==> src/rtl/alu_op_sequencer.sv <==
// Multi-cycle controller stepping one ALU operation through the register-transfer datapath:
// Ra->Y, ALU with Rb->Z, then Z writeback to Rz or to LO/HI for mul/div.
module alu_op_sequencer #(
   parameter int MULDIV_CYCLES = 4
) (
   input  logic       clock,
   input  logic       clear,
   input  logic       start,
   input  logic [4:0] op,
   output logic       busy,
   output logic       done,
   output logic       illegal,
   output logic       ra_out,
   output logic       rb_out,
   output logic       y_in,
   output logic       z_in,
   output logic [4:0] alu_control,
   output logic       z_lo_out,
   output logic       z_hi_out,
   output logic       rz_in,
   output logic       lo_in,
   output logic       hi_in
);

   typedef enum logic [2:0] {
      S_IDLE, S_LOADY, S_EXEC, S_WBLO, S_WBHI, S_DONE
   } state_t;

   typedef struct packed {
      logic       busy;
      logic       done;
      logic       illegal;
      logic       ra_out;
      logic       rb_out;
      logic       y_in;
      logic       z_in;
      logic [4:0] alu_control;
      logic       z_lo_out;
      logic       z_hi_out;
      logic       rz_in;
      logic       lo_in;
      logic       hi_in;
   } out_t;

   localparam logic [3:0] MD_LOAD = 4'(MULDIV_CYCLES - 1);

   state_t     state_q, state_d;
   logic [4:0] op_q, op_d;
   logic [3:0] cnt_q, cnt_d;
   out_t       out_q, out_d;

   function automatic logic is_legal(input logic [4:0] code);
      case (code)
         5'd3, 5'd4, 5'd5, 5'd6, 5'd7, 5'd8, 5'd9, 5'd10, 5'd11,
         5'd15, 5'd16, 5'd17, 5'd18: is_legal = 1'b1;
         default:                    is_legal = 1'b0;
      endcase
   endfunction

   function automatic logic is_muldiv(input logic [4:0] code);
      is_muldiv = (code == 5'd15) || (code == 5'd16);
   endfunction

   function automatic logic is_binary(input logic [4:0] code);
      case (code)
         5'd3, 5'd4, 5'd5, 5'd6, 5'd15, 5'd16: is_binary = 1'b1;
         default:                              is_binary = 1'b0;
      endcase
   endfunction

   always_comb begin
      state_d = state_q;
      op_d    = op_q;
      cnt_d   = cnt_q;
      case (state_q)
         S_IDLE: begin
            if (start) begin
               op_d    = op;
               state_d = is_legal(op) ? S_LOADY : S_DONE;
            end
         end
         S_LOADY: begin
            state_d = S_EXEC;
            cnt_d   = is_muldiv(op_q) ? MD_LOAD : 4'd0;
         end
         S_EXEC: begin
            if (cnt_q == 4'd0) state_d = S_WBLO;
            else               cnt_d   = cnt_q - 4'd1;
         end
         S_WBLO:  state_d = is_muldiv(op_q) ? S_WBHI : S_DONE;
         S_WBHI:  state_d = S_DONE;
         S_DONE:  state_d = S_IDLE;
         default: state_d = S_IDLE;
      endcase
   end

   // Outputs are decoded from the upcoming state so they register in step with it.
   always_comb begin
      out_d = '0;
      case (state_d)
         S_LOADY: begin
            out_d.busy   = 1'b1;
            out_d.ra_out = 1'b1;
            out_d.y_in   = 1'b1;
         end
         S_EXEC: begin
            out_d.busy        = 1'b1;
            out_d.alu_control = op_d;
            out_d.rb_out      = is_binary(op_d);
            out_d.z_in        = (cnt_d == 4'd0);
         end
         S_WBLO: begin
            out_d.busy     = 1'b1;
            out_d.z_lo_out = 1'b1;
            out_d.lo_in    = is_muldiv(op_d);
            out_d.rz_in    = !is_muldiv(op_d);
         end
         S_WBHI: begin
            out_d.busy     = 1'b1;
            out_d.z_hi_out = 1'b1;
            out_d.hi_in    = 1'b1;
         end
         S_DONE: begin
            out_d.done    = 1'b1;
            out_d.illegal = !is_legal(op_d);
         end
         default: ;
      endcase
   end

   always_ff @(posedge clock) begin
      if (!clear) begin
         state_q <= S_IDLE;
         op_q    <= 5'd0;
         cnt_q   <= 4'd0;
         out_q   <= '0;
      end else begin
         state_q <= state_d;
         op_q    <= op_d;
         cnt_q   <= cnt_d;
         out_q   <= out_d;
      end
   end

   assign busy        = out_q.busy;
   assign done        = out_q.done;
   assign illegal     = out_q.illegal;
   assign ra_out      = out_q.ra_out;
   assign rb_out      = out_q.rb_out;
   assign y_in        = out_q.y_in;
   assign z_in        = out_q.z_in;
   assign alu_control = out_q.alu_control;
   assign z_lo_out    = out_q.z_lo_out;
   assign z_hi_out    = out_q.z_hi_out;
   assign rz_in       = out_q.rz_in;
   assign lo_in       = out_q.lo_in;
   assign hi_in       = out_q.hi_in;

endmodule

==> config.mk <==
export PLATFORM = sky130hd
export DESIGN_NAME = alu_op_sequencer
export DESIGN_NICKNAME = d
export VERILOG_FILES = /design/src/rtl/alu_op_sequencer.sv
export SDC_FILE = /design/constraint.sdc
export NUM_CORES = 1
export LEC_CHECK = 0
export CORE_MARGIN = 5
export CORE_UTILIZATION = 52
export CTS_BUF_LIST = sky130_fd_sc_hd__clkbuf_8
export CTS_CLUSTER_DIAMETER = 150
export DETAILED_ROUTE_END_ITERATION = 8
export PLACE_DENSITY_LB_ADDON = 0.3
export SLEW_MARGIN = 15
export SYNTH_ARGS = -nofsm -noshare
export SYNTH_HDL_FRONTEND = slang
export SYNTH_SLANG_ARGS = --single-unit
==> constraint.sdc <==
create_clock -name clock -period 2.1 [get_ports clock]
set_clock_uncertainty 0.2 [all_clocks]
set_input_delay 0.42 -clock clock [delete_from_list [all_inputs] [get_ports clock]]
set_output_delay 0.42 -clock clock [all_outputs]
set_load 0.05 [all_outputs]
==> results.md <==
* sw frac: 37.0%
* diode count: 0
* worst voltage drop across the vdd grid: 0.000534 V
* Critical R2R Launch: op_q[0]$_SDFF_PN0_
* die outline area: 0.00344 mm²
* delay-heaviest family, CP: simple AND/OR/NAND/NOR gates
* Worst Setup End Kind: flip-flop
* I/O pins: 25
* first element of the critical path: op_q[0]$_SDFF_PN0_
* slowest stage cell, crit path: sky130_fd_sc_hd__or4b_4
* Relative slew margins: 64.4%
* per-cell via count in the routed design: 5.66
* power density of the placed cells: 898 mW/mm²
* die width: 58.6 µm
* final setup violating endpoints: 0
* worst r2r path cells: 5
* total routed wirelength: 2910 µm
* number of fill cells in the layout: 178
* detailed placer's ending HPWL: 2250 µm
* Routability Congestion: 0.891
* post-synthesis sequential area ratio: 44.0%
* ratio of final minimum period to clock period: 96.9%
* number of storage elements in the synthesis netlist: 27
* total grt overflow: 0
* DRC errors left: 0
* YS warnings: 0
* number of buffers on the longest clock path: 2
* Mapped Area: 0.00123 mm²
* clock tree from TritonCTS: yes
* clock transition at the register clock pins on the worst setup and hold paths after CTS: 0.09 ns
* wire length of the first global-routing pass: 5130 µm
* initial antenna violation count: 0
* number of placed cells counting well taps: 200
* most frequent standard cell in the layout excluding fill and tap cells: sky130_fd_sc_hd__dfxtp_1
* clock share of power: 19.0%
* Critical Path Sink: illegal$_SDFF_PN0_
* fin crit period: 2.04 ns
* largest net degree at the start of global routing: 17
* net count after synthesis: 152
* worst min-delay path category: reg -> reg
* setup repair after global routing missed its margin: false
* outcome: finished, final reports clean
* CP Data Required Time: 2.06 ns
* post-CTS setup buffer count: 0
* data arrival time of the worst path: 2.00 ns
* asr flop ratio synth: 0%
* number of H-tree levels: 1
* part of the total power dissipated in sequential elements: 42.8%
* internal power contribution: 0.914 mW
* initial cell density of the core: 55.0%
* root buffer cell: sky130_fd_sc_hd__clkbuf_8
* buffering stage count on the worst path with inverters included: 0
* global-route usage over all layers: 18.9%
* ANT nets after route: 0
* number of input and output port buffers inserted: 24
* Gate Count Post-Synth: 143
* Worst Setup Path Type: reg -> reg
* final count of pins violating max slew: 0
* destination of the worst register-to-register timing path: illegal$_SDFF_PN0_
* CTS buffer count: 3
* layout cell share with drive strength beyond 1: 15.9%
* count of unique library cells instantiated by Yosys: 44
* number of stages on the worst setup path: 5
* Placement Rows: 17
* DRC marker count from the first detailed-route iteration: 23
* top library cells by usage in the layout, fill and taps aside: sky130_fd_sc_hd__dfxtp_1, sky130_fd_sc_hd__nor2_1, sky130_fd_sc_hd__clkdlybuf4s50_1, sky130_fd_sc_hd__buf_4, sky130_fd_sc_hd__a21oi_1
* DR vias: 1155
* most frequently used flop master after synthesis: sky130_fd_sc_hd__dfxtp_1
* number of max-cap violations: 0
* Critical Path, Cell by Cell: or4b_4 -> o32a_4 -> and2_4 -> o21ai_4 -> and3b_1
* Gate power share: 38.2%
* first drt pass iteration count: 4
* height of the die: 58.6 µm
* stage delay of the slowest cell on the critical path: 0.53 ns
* startpoint type of the worst setup path: flip-flop
* final count of hold timing violations: 0
* via count of the first global-routing pass: 1107
* core utilization of the finished layout: 72.2%
* Worst Setup Slack post-DPL: -0.0741 ns
* number of synthesized flops with an enable pin: 0
* setup TNS after final layout: 0 ns
* worst reg-to-reg setup slack: 0.06 ns
* largest fanout on the critical path: 7
* net switching component of the power: 0.535 mW
* syn avg cell area: 8.59 µm²
* clock sink count: 27
* worst setup slack after layout: 0.0647 ns
* Non-Filler Instances: 204
* final-stage net count: 186
* reported leakage power: 0.666 nW
* Fmax achieved: 0.491 GHz
* # hold bufs at CTS: 0
* Layout Area Growth over Synthesis: 31.3%
* Core Area: 0.00223 mm²
* worst-skew pair later-pin latency: 0.26 ns
* average detailed-routed wire length per instance: 14.3 µm
* Worst-Margin Slew: 0.533 ns
[routing by layer]
| layer | GRT usage [%] | up-vias | wire length [µm] |
|---|---|---|---|
| li1 | - | 579 | - |
| met1 | 24.7 | 539 | 1280 |
| met2 | 31.7 | 35 | 1420 |
| met3 | 3.95 | 2 | 201 |
| met4 | 4.85 | 0 | 12 |
| met5 | 0 | - | 0 |
[cells in the mapped netlist (2+ instances only)]
cell type | count | area (µm²)
sky130_fd_sc_hd__dfxtp_1 | 27 | 541
sky130_fd_sc_hd__nor2_1 | 21 | 78.8
sky130_fd_sc_hd__a21oi_1 | 11 | 55.1
sky130_fd_sc_hd__nand2_1 | 8 | 30.0
sky130_fd_sc_hd__inv_1 | 5 | 18.8
sky130_fd_sc_hd__mux2i_1 | 5 | 50.1
sky130_fd_sc_hd__nand2b_1 | 5 | 31.3
sky130_fd_sc_hd__nand3_1 | 5 | 25.0
sky130_fd_sc_hd__o21ai_0 | 5 | 25.0
sky130_fd_sc_hd__clkbuf_1 | 4 | 15.0
sky130_fd_sc_hd__nor3b_1 | 3 | 22.5
sky130_fd_sc_hd__nor4_1 | 3 | 18.8
sky130_fd_sc_hd__a21o_1 | 2 | 15.0
sky130_fd_sc_hd__a31oi_1 | 2 | 12.5
sky130_fd_sc_hd__and2_1 | 2 | 12.5
sky130_fd_sc_hd__buf_4 | 2 | 15.0
sky130_fd_sc_hd__nand4_1 | 2 | 12.5
sky130_fd_sc_hd__nor2b_1 | 2 | 12.5
sky130_fd_sc_hd__nor3_1 | 2 | 10.0
sky130_fd_sc_hd__o21ai_1 | 2 | 10.0
sky130_fd_sc_hd__or3_1 | 2 | 12.5
[state kept, by name (all words and copies together), names as in the netlist]
signal,count
alu_control,5
op_q,5
cnt_q,4
state_q,3
busy,1
done,1
hi_in,1
illegal,1
lo_in,1
rb_out,1
rz_in,1
y_in,1
z_in,1
z_lo_out,1
[worst min-delay path by stage]
stage / start / endpoint / slack (ns) / cells after the start
3_3_place_gp: cnt_q[3]$_SDFF_PN0_ / cnt_q[3]$_SDFF_PN0_ / 0.33 / 2
6_report: op_q[1]$_SDFF_PN0_ / op_q[1]$_SDFF_PN0_ / 0.37 / 2
5_1_grt: op_q[1]$_SDFF_PN0_ / op_q[1]$_SDFF_PN0_ / 0.39 / 2
3_5_place_dp: cnt_q[3]$_SDFF_PN0_ / cnt_q[3]$_SDFF_PN0_ / 0.34 / 2
4_1_cts: cnt_q[3]$_SDFF_PN0_ / cnt_q[3]$_SDFF_PN0_ / 0.35 / 2
2_1_floorplan: cnt_q[3]$_SDFF_PN0_ / cnt_q[3]$_SDFF_PN0_ / 0.30 / 2
[repair_timing]
action,CTS,global route
resized for setup,2,3
pin swaps,0,3
endpoints found under the setup margin,1,3
[kinds of logic (layout without fill, tap and decap cells)]
kind of cell	Yosys count	count (layout)	share of synthesized area (%)
compound gates	35	35	19.1
xor+xnor	1	1	0.713
mux	5	5	4.07
simple gates	62	62	26.7
fa+ha+maj	1	1	1.02
flops	27	27	44.0
buf+inv	12	45	4.38
[per-stage QoR]
stage | hold slack, ns | power [mW] | instance area (µm²)
global placement | 0.327 | 1.14 | 1540
CTS | 0.352 | 1.45 | 1600
floorplan | 0.298 | 0.996 | 1230
detailed placement | 0.338 | 1.17 | 1540
finish | 0.366 | 1.45 | 1610
global route | 0.391 | 1.54 | 1610
[power by group through the flow]
stage,Combinational [mW],Clock (mW),Sequential (mW)
after floorplan,0.289,0,0.707
after global routing,0.596,0.320,0.629
after global placement,0.522,0,0.623
final,0.553,0.276,0.620
after detailed placement,0.540,0,0.626
after CTS,0.549,0.282,0.616
[worst reg2reg max path: stages, from the launching register on]
cell                      delay (ns)
sky130_fd_sc_hd__dfxtp_1        0.34
sky130_fd_sc_hd__or4b_4         0.53
sky130_fd_sc_hd__o32a_4         0.27
sky130_fd_sc_hd__and2_4         0.18
sky130_fd_sc_hd__o21ai_4        0.22
sky130_fd_sc_hd__and3b_1        0.21
[cell type report]
type                       instances  area, µm²  area share (%)
multi-input combinational        104        657            40.7
tap                               28       35.0            2.17
timing repair buffer              36        315            19.5
sequential                        27        542            33.6
clock inverter                     1       3.75           0.233
inverter                           5       18.8            1.16
clock buffer                       3       41.3            2.56
Power figures use the tool's default switching activity.
